===== src/rtl/rv32_mem_pkg.sv =====
// rv32_mem_pkg: encodings, FSM states and access context shared by the memory stage
package rv32_mem_pkg;

    typedef enum logic [1:0] {WIDTH_BYTE, WIDTH_HALF, WIDTH_WORD} width_e;
    typedef enum logic [1:0] {BR_NEVER, BR_ZERO, BR_NON_ZERO, BR_ALWAYS} branch_op_e;

    typedef logic [1:0] state_t;
    localparam state_t S_IDLE = 2'd0;
    localparam state_t S_WAIT = 2'd1;
    localparam state_t S_DONE = 2'd2;

    // Everything needed to finish an access after execute has moved on
    typedef struct packed {
        logic        read;
        logic        write;
        logic [1:0]  width;
        logic        zext;
        logic [4:0]  rd;
        logic        rd_write;
        logic [31:0] result;
        logic [31:0] store;
    } ctx_t;

    function automatic logic branch_taken(input logic [1:0] op, input logic non_zero);
        return op == BR_ALWAYS || (op == BR_ZERO && !non_zero) || (op == BR_NON_ZERO && non_zero);
    endfunction

endpackage


===== src/rtl/rv32_mem_align.sv =====
// rv32_mem_align: store lane mask/replication and load byte/half extraction with extension
module rv32_mem_align
    import rv32_mem_pkg::*;
(
    input  logic [1:0]  width_i,
    input  logic [1:0]  offset_i,
    input  logic        zero_extend_i,
    input  logic [31:0] store_i,
    input  logic [31:0] load_i,
    output logic [3:0]  mask_o,
    output logic [31:0] wdata_o,
    output logic [31:0] rdata_o
);

    logic [7:0]  lo_byte;
    logic [15:0] half;

    // Widths other than byte/half behave as a full word
    always_comb begin
        lo_byte = load_i[{offset_i, 3'b000} +: 8];
        half    = offset_i[1] ? load_i[31:16] : load_i[15:0];
        mask_o  = width_i == WIDTH_BYTE ? 4'b0001 << offset_i :
                  width_i == WIDTH_HALF ? (offset_i[1] ? 4'b1100 : 4'b0011) : 4'b1111;
        wdata_o = width_i == WIDTH_BYTE ? {4{store_i[7:0]}} :
                  width_i == WIDTH_HALF ? {2{store_i[15:0]}} : store_i;
        rdata_o = width_i == WIDTH_BYTE ? {{24{~zero_extend_i & lo_byte[7]}}, lo_byte} :
                  width_i == WIDTH_HALF ? {{16{~zero_extend_i & half[15]}}, half} : load_i;
    end

endmodule


===== src/rtl/rv32_mem.sv =====
// rv32_mem: memory-access stage with bus wait/timeout FSM, branch resolution and writeback registers
module rv32_mem
    import rv32_mem_pkg::*;
#(
    parameter int unsigned TIMEOUT = 255
) (
    input  logic        clk,
    input  logic        reset_n,
    input  logic        stall_in,
    input  logic        flush_in,
    input  logic        valid_in,
    input  logic        branch_predicted_taken_in,
    input  logic        alu_non_zero_in,
    input  logic [1:0]  branch_op_in,
    input  logic        mem_read_in,
    input  logic        mem_write_in,
    input  logic [1:0]  mem_width_in,
    input  logic        mem_zero_extend_in,
    input  logic [4:0]  rd_in,
    input  logic        rd_write_in,
    input  logic [31:0] result_in,
    input  logic [31:0] rs2_value_in,
    input  logic [31:0] branch_pc_in,
    output logic [31:0] data_address_out,
    output logic        data_read_out,
    output logic        data_write_out,
    output logic [3:0]  data_write_mask_out,
    output logic [31:0] data_write_value_out,
    input  logic [31:0] data_read_value_in,
    input  logic        data_ready_in,
    output logic        busy_out,
    output logic        bus_error_out,
    output logic        branch_mispredicted_out,
    output logic [31:0] branch_pc_out,
    output logic        valid_out,
    output logic [4:0]  rd_out,
    output logic        rd_write_out,
    output logic [31:0] rd_value_out
);

    state_t      state_q, state_d;
    logic [7:0]  cnt_q, cnt_d;
    ctx_t        ctx_q, ctx_d, in_ctx, cur;
    logic [31:0] held_q, held_d, load_v, val_q, val_d;
    logic        valid_q, valid_d, rdw_q, rdw_d, err_q, err_d;
    logic [4:0]  rd_q, rd_d;
    logic        access, idle, timeout;
    logic [31:0] done_val;

    assign in_ctx = '{read: mem_read_in, write: mem_write_in, width: mem_width_in,
                      zext: mem_zero_extend_in, rd: rd_in, rd_write: rd_write_in & valid_in,
                      result: result_in, store: rs2_value_in};
    assign access   = valid_in & (mem_read_in | mem_write_in);
    assign idle     = state_q == S_IDLE;
    assign cur      = idle ? in_ctx : ctx_q;
    assign timeout  = cnt_q == 8'(TIMEOUT - 1);
    assign done_val = cur.read ? load_v : cur.result;

    rv32_mem_align u_align (
        .width_i       (cur.width),
        .offset_i      (cur.result[1:0]),
        .zero_extend_i (cur.zext),
        .store_i       (cur.store),
        .load_i        (data_read_value_in),
        .mask_o        (data_write_mask_out),
        .wdata_o       (data_write_value_out),
        .rdata_o       (load_v)
    );

    assign data_address_out        = {cur.result[31:2], 2'b00};
    assign data_read_out           = idle ? access & ~stall_in & mem_read_in : state_q == S_WAIT & ctx_q.read;
    assign data_write_out          = idle ? access & ~stall_in & mem_write_in : state_q == S_WAIT & ctx_q.write;
    assign busy_out                = state_q == S_WAIT;
    assign bus_error_out           = err_q;
    assign branch_mispredicted_out = valid_in & (branch_taken(branch_op_in, alu_non_zero_in) != branch_predicted_taken_in);
    assign branch_pc_out           = branch_pc_in;
    assign valid_out               = valid_q;
    assign rd_out                  = rd_q;
    assign rd_write_out            = rdw_q;
    assign rd_value_out            = val_q;

    // Access sequencing and writeback register next-state
    always_comb begin
        state_d = state_q;
        cnt_d   = cnt_q;
        ctx_d   = ctx_q;
        held_d  = held_q;
        valid_d = valid_q;
        rd_d    = rd_q;
        rdw_d   = rdw_q;
        val_d   = val_q;
        err_d   = 1'b0;
        case (state_q)
            S_IDLE: if (!stall_in) begin
                ctx_d = in_ctx;
                cnt_d = 8'd0;
                if (access && !data_ready_in) begin
                    state_d = S_WAIT;
                    valid_d = 1'b0;
                    rdw_d   = 1'b0;
                end else begin
                    valid_d = valid_in & ~flush_in;
                    rdw_d   = in_ctx.rd_write & ~flush_in;
                    rd_d    = rd_in;
                    val_d   = done_val;
                end
            end
            S_WAIT: begin
                cnt_d   = cnt_q + 8'd1;
                valid_d = 1'b0;
                rdw_d   = 1'b0;
                if (data_ready_in && !stall_in) begin
                    state_d = S_IDLE;
                    valid_d = 1'b1;
                    rd_d    = ctx_q.rd;
                    rdw_d   = ctx_q.rd_write;
                    val_d   = done_val;
                end else if (data_ready_in) begin
                    state_d = S_DONE;
                    held_d  = done_val;
                end else if (timeout) begin
                    state_d = S_IDLE;
                    err_d   = 1'b1;
                    valid_d = 1'b1;
                    rd_d    = ctx_q.rd;
                    val_d   = ctx_q.result;
                end
            end
            S_DONE: if (!stall_in) begin
                state_d = S_IDLE;
                valid_d = 1'b1;
                rd_d    = ctx_q.rd;
                rdw_d   = ctx_q.rd_write;
                val_d   = held_q;
            end
            default: state_d = S_IDLE;
        endcase
    end

    // State, context and writeback registers
    always_ff @(posedge clk or negedge reset_n) begin
        if (!reset_n) begin
            state_q <= S_IDLE;
            cnt_q   <= 8'd0;
            ctx_q   <= '0;
            held_q  <= '0;
            valid_q <= 1'b0;
            rd_q    <= '0;
            rdw_q   <= 1'b0;
            val_q   <= '0;
            err_q   <= 1'b0;
        end else begin
            state_q <= state_d;
            cnt_q   <= cnt_d;
            ctx_q   <= ctx_d;
            held_q  <= held_d;
            valid_q <= valid_d;
            rd_q    <= rd_d;
            rdw_q   <= rdw_d;
            val_q   <= val_d;
            err_q   <= err_d;
        end
    end

endmodule

===== config.mk =====
export PLATFORM = sky130hd
export DESIGN_NAME = rv32_mem
export DESIGN_NICKNAME = d
export VERILOG_FILES = /design/src/rtl/rv32_mem_pkg.sv /design/src/rtl/rv32_mem_align.sv /design/src/rtl/rv32_mem.sv
export SDC_FILE = /design/constraint.sdc
export NUM_CORES = 1
export LEC_CHECK = 0
export CORE_MARGIN = 2
export CORE_UTILIZATION = 44
export DETAILED_ROUTE_END_ITERATION = 8
export HOLD_SLACK_MARGIN = 0.02
export PLACE_DENSITY = 0.83
export SLEW_MARGIN = 20
export SYNTH_ARGS = -nofsm -noshare
export SYNTH_HDL_FRONTEND = slang
export SYNTH_HIERARCHICAL = 1
export SYNTH_SLANG_ARGS = --single-unit
export TNS_END_PERCENT = 5

===== constraint.sdc =====
create_clock -name clk -period 4.3 [get_ports clk]
set_input_delay 0.86 -clock clk [delete_from_list [all_inputs] [get_ports clk]]
set_output_delay 0.86 -clock clk [all_outputs]
set_load 0.02 [all_outputs]

==> impl_metrics.csv, run 1 <==
group,metric,value,unit
run_status,status,"finished clean",
critical_path,startpoint_type,"flip-flop",
clocking,cts_buffer_depth,2,
critical_path,cp_max_fo,37,
clocking,cts-root-buf,"clkbuf_16",
logic_synthesis,ys.flop_type,"dfrtp_1",
clocking,postCtsSetupBuffers,0,
floorplanning,die_h,154,um
placement,dp_worst_setup_slack,0.517,ns
critical_path,required,3.44,ns
logic_synthesis,muxShareOfSynthArea,30.3,%
drt,ant_nets,0,
finish,nets,1176,
logic_synthesis,synth_top_family_by_area,"multiplexers",
placement,placed_area,11800,um2
sta,tightest_slew,1.06,ns
run,drv_cap,0,
sta,setup_viol,0,
finish,stdcell_area,12300,um2
critical_path,r2r_slack,0.93,ns
floorplanning,fp.dieW,154,um
sta,slew_headroom,29.6,%
logic_synthesis,synth_compound_area_share,12.8,%
logic_synthesis,yosys.area_share.simple,6.43,%
clocking,path_clk_slew,0.07,ns
drt,firstDrtPassIters,5,
floorplanning,row_count,54,
clocking,htree_levels,4,
power_and_ir_drop,p_comb_share,65.4,%
sta,setup_slack,0.279,ns
finish,drive_gt1_share,26.1,%
finish,final_common_cell,"clkdlybuf4s50_1",
sta,hold_violations,0,
global_routing,grt_pass1_vias,7770,
sta,slew_violations,0,
logic_synthesis,synth_xor_area_share,0.0888,%
drt,dr_total_vias,7646,
critical_path,crit_chain,"inv_1 -> ha_2 -> buf_4 -> mux2_2 -> mux2i_1 -> o21ai_0 -> clkdlybuf4s50_1",
logic_synthesis,synth_area_leaders,"dfrtp_1, mux2_2, buf_4",
global_routing,grt_max_degree,105,
power_and_ir_drop,swShare,42.8,%
placement,io_buffer_count,226,
power_and_ir_drop,p_sw,5.11,mW
finish,final_cell_mix,"clkdlybuf4s50_1, mux2_2, dfrtp_1",
global_routing,grt_pass1_wl,43.8,mm
logic_synthesis,seq_area_frac_synth,39.8,%
power_and_ir_drop,power_density,969,nW/um2
sta,max_freq,0.249,GHz
critical_path,crit_type,"reg -> out",
logic_synthesis,synth_edf_count,0,
floorplanning,ios,293,
logic_synthesis,synth_cells,897,
power_and_ir_drop,seq_power_share,22.3,%
critical_path,critical-path-top-delay-family,"buffers and inverters",
logic_synthesis,async_reset_ff_share,100,%
sta,finalSetupTns,0,ns
worst_hold_path,hold_path_class,"reg -> reg",
global_routing,grt-ovfl-total,0,
drt,viasPerCell,5.80,
placement,hpwl,19.9,mm
logic_synthesis,synth_top_cell_area_share,39.8,%
sta,finalWorstPathRequiredPeriod,4.02,ns
drt,drt_wl_total,28.0,mm
logic_synthesis,synth_cell_types,54,
drt,wl_per_cell,21.3,um
sta,fin_skew,0.00885,ns
logic_synthesis,synth_top_area_cell,"dfrtp_1",
floorplanning,start_util,45.1,%
clocking,clock_sinks,157,
logic_synthesis,synth_seq_cells,157,
critical_path,crit_buf_inv,3,
power_and_ir_drop,pwr-share-clk,12.2,%
finish,area_growth_syn_to_layout,25.1,%
power_and_ir_drop,peakVddDrop,786,uV
global_routing,track_usage,23.5,%
critical_path,critPathCaptureType,"output pin",
sta,rsz0062_at_grt,"no",
floorplanning,coreArea,21900,um2
drt,drtIter0Drc,513,
drt,drc_errors,0,
sta,post-route-period-util,93.5,%
critical_path,cp_slowest_cell,"clkdlybuf4s50_1",
clocking,clock_latency,0.43,ns
clocking,cts_buffers,17,
clocking,cts_tree,"done",
logic_synthesis,syn_area,9860,um2
critical_path,max_stage_delay,0.57,ns
logic_synthesis,ys_warn_count,6,
critical_path,arrival,3.16,ns
global_routing,antenna_found_initial,6,
power_and_ir_drop,p_leak,5.11,nW
floorplanning,design.die.area,23600,um2
clocking,cts_resized,0,
placement,place_congestion,0.799,
clocking,cts_hold_buf,0,
power_and_ir_drop,power.internal,6.84,mW
logic_synthesis,synthAdderAreaFrac,0.888,%
logic_synthesis,avgSynthCellArea,11.0,um2
## cell usage after synthesis (all sizes together), types with 2 or more instances
cell / count
nand3: 10
nor2b: 21
ha: 7
a32oi: 32
mux2i: 54
mux4: 3
a22oi: 9
o22ai: 37
o21ai: 69
clkbuf: 32
o311ai: 2
a31oi: 2
o21bai: 3
a21o: 3
nand2: 66
a221oi: 3
nor2: 10
nand4: 3
dfrtp: 157
inv: 11
nor3: 4
buf: 113
o211ai: 11
nand3b: 2
and3: 3
a21oi: 6
mux2: 200
nor4: 3
a221o: 4
nand2b: 5
## layer usage
| layer | routed length, um | vias up | GRT usage (%) |
|---|---|---|---|
| met5 | 12 | - | 0 |
| met4 | 979 | 2 | 9.87 |
| met3 | 2520 | 58 | 6.62 |
| met2 | 12900 | 363 | 37.5 |
| met1 | 11600 | 3750 | 30.0 |
| li1 | - | 3473 | - |
## worst reg2reg max path, delay by kind of cell (launching register included)
family | cells | cell delay, ns
and+or+nand+nor | 1 | 0.24
DFF | 1 | 0.43
buffers and inverters | 3 | 0.59
adders and majority gates | 1 | 0.34
AOI/OAI and AO/OA | 2 | 0.80
muxes | 4 | 0.92
## sequential cells by signal (all words and copies together), names as in the netlist
register       cells
rd_out             5
ctx_q             75
cnt_q              8
bus_error_out      1
rd_value_out      32
valid_out          1
state_q            2
rd_write_out       1
held_q            32
## power by group through the flow
stage	Combinational [mW]	Clock [mW]	Sequential, mW
floorplan	5.48	0	2.75
global placement	7.64	0	2.65
detailed placement	7.78	0	2.69
CTS	7.82	1.49	2.67
global route	8.31	1.56	2.76
finish	7.82	1.46	2.67
## final timing paths
kind                                             to  startpoint  cells past startpoint
setup / recovery           data_write_value_out[30]  state_q[0]                      7
hold / removal                           held_q[17]  held_q[17]                      2
setup reg to reg                    rd_value_out[3]  state_q[0]                     11
hold reg to reg                          held_q[17]  held_q[17]                      2
max in group asynchronous                  cnt_q[4]     reset_n                      2
min in group asynchronous                 ctx_q[12]     reset_n                      1
## cell type report
class	instances	area (um2)
antenna	5	12.5
multi-input combinational	585	5010
clock inverter	15	139
inverter	11	41.3
timing repair buffer	248	2430
sequential	157	3930
clock buffer	17	425
tap	280	350
fill	1844	9560
## cells by family after synthesis
group / count (synthesis)
and+or+nand+nor: 132
other: 1
DFF: 157
AOI/OAI and AO/OA: 186
xor gates and xnor gates: 1
adders and majority gates: 7
muxes: 257
buffers and inverters: 156
## through the flow
| stage | instances | power, mW | util [%] | hold slack, ns |
|---|---|---|---|---|
| floorplan | 898 | 8.23 | - | 0.450 |
| global route | 1316 | 12.6 | 56.3 | 0.506 |
| detailed placement | 1281 | 10.5 | 53.7 | 0.471 |
| finish | 1318 | 12.0 | 56.4 | 0.482 |
| CTS | 1313 | 12.0 | 56.3 | 0.486 |
| global placement | 1281 | 10.3 | 53.7 | 0.463 |
Power figures use the tool's default switching activity.
==> run 2: changes to the inputs <==
--- a/config.mk
+++ b/config.mk
@@ -7,9 +7,10 @@
 export LEC_CHECK = 0
 export CORE_MARGIN = 2
 export CORE_UTILIZATION = 44
+export CTS_BUF_LIST = sky130_fd_sc_hd__clkbuf_16
 export DETAILED_ROUTE_END_ITERATION = 8
-export HOLD_SLACK_MARGIN = 0.02
 export PLACE_DENSITY = 0.83
+export SKIP_LAST_GASP = 1
 export SLEW_MARGIN = 20
 export SYNTH_ARGS = -nofsm -noshare
 export SYNTH_HDL_FRONTEND = slang
==> results of run 2 <==
Final layout, timing and power as in run 1 (identical DEF).
==> run 3: changes to the inputs <==
--- a/config.mk
+++ b/config.mk
@@ -6,10 +6,10 @@
 export NUM_CORES = 1
 export LEC_CHECK = 0
 export CORE_MARGIN = 2
-export CORE_UTILIZATION = 44
+export CORE_UTILIZATION = 35
 export CTS_BUF_LIST = sky130_fd_sc_hd__clkbuf_16
 export DETAILED_ROUTE_END_ITERATION = 8
-export PLACE_DENSITY = 0.83
+export PLACE_DENSITY = 0.7
 export SKIP_LAST_GASP = 1
 export SLEW_MARGIN = 20
 export SYNTH_ARGS = -nofsm -noshare
==> constraint.sdc (replaced) <==
create_clock -name clk -period 4.3 [get_ports clk]
set_input_delay 0.86 -clock clk [delete_from_list [all_inputs] [get_ports clk]]
set_output_delay 0.86 -clock clk [all_outputs]
set_load 0.005 [all_outputs]
==> run 3 against run 2 <==
Effect of this change:
- critical path depth unchanged
- clock-buffer cell count unchanged
- worst setup slack improved by 0.067 ns
- flip-flop and latch count unchanged
- maximum frequency increased by 1.7%
- cell count increased by 7.3%
- sequential share of layout area decreased by 0.36 points
- clock power increased by 3%
- critical path type unchanged
- critical endpoint is now data_write_mask_out[2]
==> impl_metrics.csv, run 3 (synthesis results as in run 1) <==
group,metric,value,unit
drt,drtIter0Drc,455,
finish,final_common_cell,"clkdlybuf4s50_1",
clocking,clock_sinks,157,
critical_path,arrival,3.09,ns
sta,slew_violations,0,
drt,drc_errors,0,
power_and_ir_drop,p_leak,5.12,nW
global_routing,track_usage,19.6,%
floorplanning,coreArea,27800,um2
power_and_ir_drop,power.total,11.2,mW
critical_path,startpoint_type,"flip-flop",
critical_path,cp_max_fo,11,
run_status,status,"finished clean",
finish,instances_no_fill,1414,
sta,finalWorstPathRequiredPeriod,3.95,ns
sta,finalSetupTns,0,ns
floorplanning,ios,293,
clocking,cts_hold_buf,0,
sta,rsz0062_at_grt,"no",
floorplanning,design.die.area,29500,um2
sta,tightest_slew,0.894,ns
sta,hold_violations,0,
global_routing,grt-ovfl-total,0,
power_and_ir_drop,power_density,897,nW/um2
critical_path,max_stage_delay,0.46,ns
clocking,cts_tree,"done",
critical_path,crit_chain,"inv_1 -> ha_2 -> mux2_2 -> buf_4 -> nand2b_1 -> a21o_1 -> clkdlybuf4s50_1",
finish,stdcell_area,12500,um2
finish,final_cell_mix,"clkdlybuf4s50_1, mux2_2, dfrtp_1",
global_routing,grt_max_degree,91,
critical_path,critical-path-top-delay-family,"buffers and inverters",
finish,nFillCells,2634,
drt,dr_total_vias,7462,
global_routing,grt_pass1_wl,44.0,mm
clocking,cts_resized,0,
drt,firstDrtPassIters,5,
run,drv_cap,0,
critical_path,required,3.44,ns
clocking,cts_buffer_depth,2,
floorplanning,fp.dieW,172,um
drt,wl_per_cell,20.4,um
placement,hpwl,20.3,mm
clocking,path_clk_slew,0.07,ns
critical_path,critPathCaptureType,"output pin",
floorplanning,row_count,61,
floorplanning,die_h,172,um
placement,dp_cells,1378,
global_routing,antenna_found_initial,6,
placement,io_buffer_count,226,
sta,post-route-period-util,92.0,%
finish,nets,1175,
finish,area_growth_syn_to_layout,26.5,%
critical_path,crit_buf_inv,3,
placement,place_congestion,0.851,
clocking,htree_levels,4,
finish,drive_gt1_share,26.2,%
sta,fin_skew,0.00970,ns
sta,slew_headroom,40.4,%
finish,largest_reg_flops,75,
clocking,clock_latency,0.43,ns
sta,setup_viol,0,
drt,ant_nets,0,
finish,regMostFlops,"ctx_q",
power_and_ir_drop,peakVddDrop,734,uV
placement,placed_area,11900,um2
worst_hold_path,hold_path_class,"in -> async",
sta,max_freq,0.253,GHz
clocking,cts_buffers,17,
clocking,cts-root-buf,"clkbuf_16",
drt,drt_wl_total,28.8,mm
floorplanning,start_util,35.5,%
clocking,postCtsSetupBuffers,0,
global_routing,grt_pass1_vias,7513,
critical_path,cp_slowest_cell,"mux2_2",
drt,viasPerCell,5.28,
critical_path,crit_type,"reg -> out",
## run 3: per-stage QoR
step / hold slack (ns) / worst slack (ns) / utilization, %
2_1_floorplan: 0.450 / 0.763 / -
3_3_place_gp: 0.462 / 0.503 / 42.8
3_5_place_dp: 0.472 / 0.480 / 42.8
4_1_cts: 0.488 / 0.300 / 44.9
5_1_grt: 0.508 / 0.190 / 44.9
6_report: 0.466 / 0.346 / 44.9
## run 3: area by class of cell
type	instances	area, um2	share of cell area, %
Inverter	11	41.3	0.331
Clock inverter	15	151	1.21
Antenna cell	4	10.0	0.0802
Tap cell	378	473	3.79
Multi-Input combinational cell	585	5010	40.2
Clock buffer	17	425	3.41
Sequential cell	157	3930	31.5
Timing Repair Buffer	247	2430	19.5
## run 3: path summary, 6_finish.rpt
path,startpoint,end,slack (ns),cells after the start
worst max-delay path,state_q[0],data_write_mask_out[2],0.35,7
worst min-delay path,reset_n,ctx_q[12],0.47,1
worst max register to register,state_q[0],rd_value_out[2],0.96,10
worst min register to register,held_q[13],held_q[13],0.48,2
max in group asynchronous,reset_n,rd_value_out[25],2.89,2
min in group clk,held_q[13],held_q[13],0.48,2
## run 3: routing by layer
layer  track usage [%]  up-vias  routed length (um)
li1                  -     3467                   -
met1              24.9     3633               12200
met2              31.0      311               13300
met3              6.59       45                2530
met4              7.01        6                 722
met5                 0        -                  32
## run 3: power breakdown
group,switching (mW),internal [mW]
Sequential,0.444,2.21
Combinational,3.22,3.82
Clock,0.683,0.818
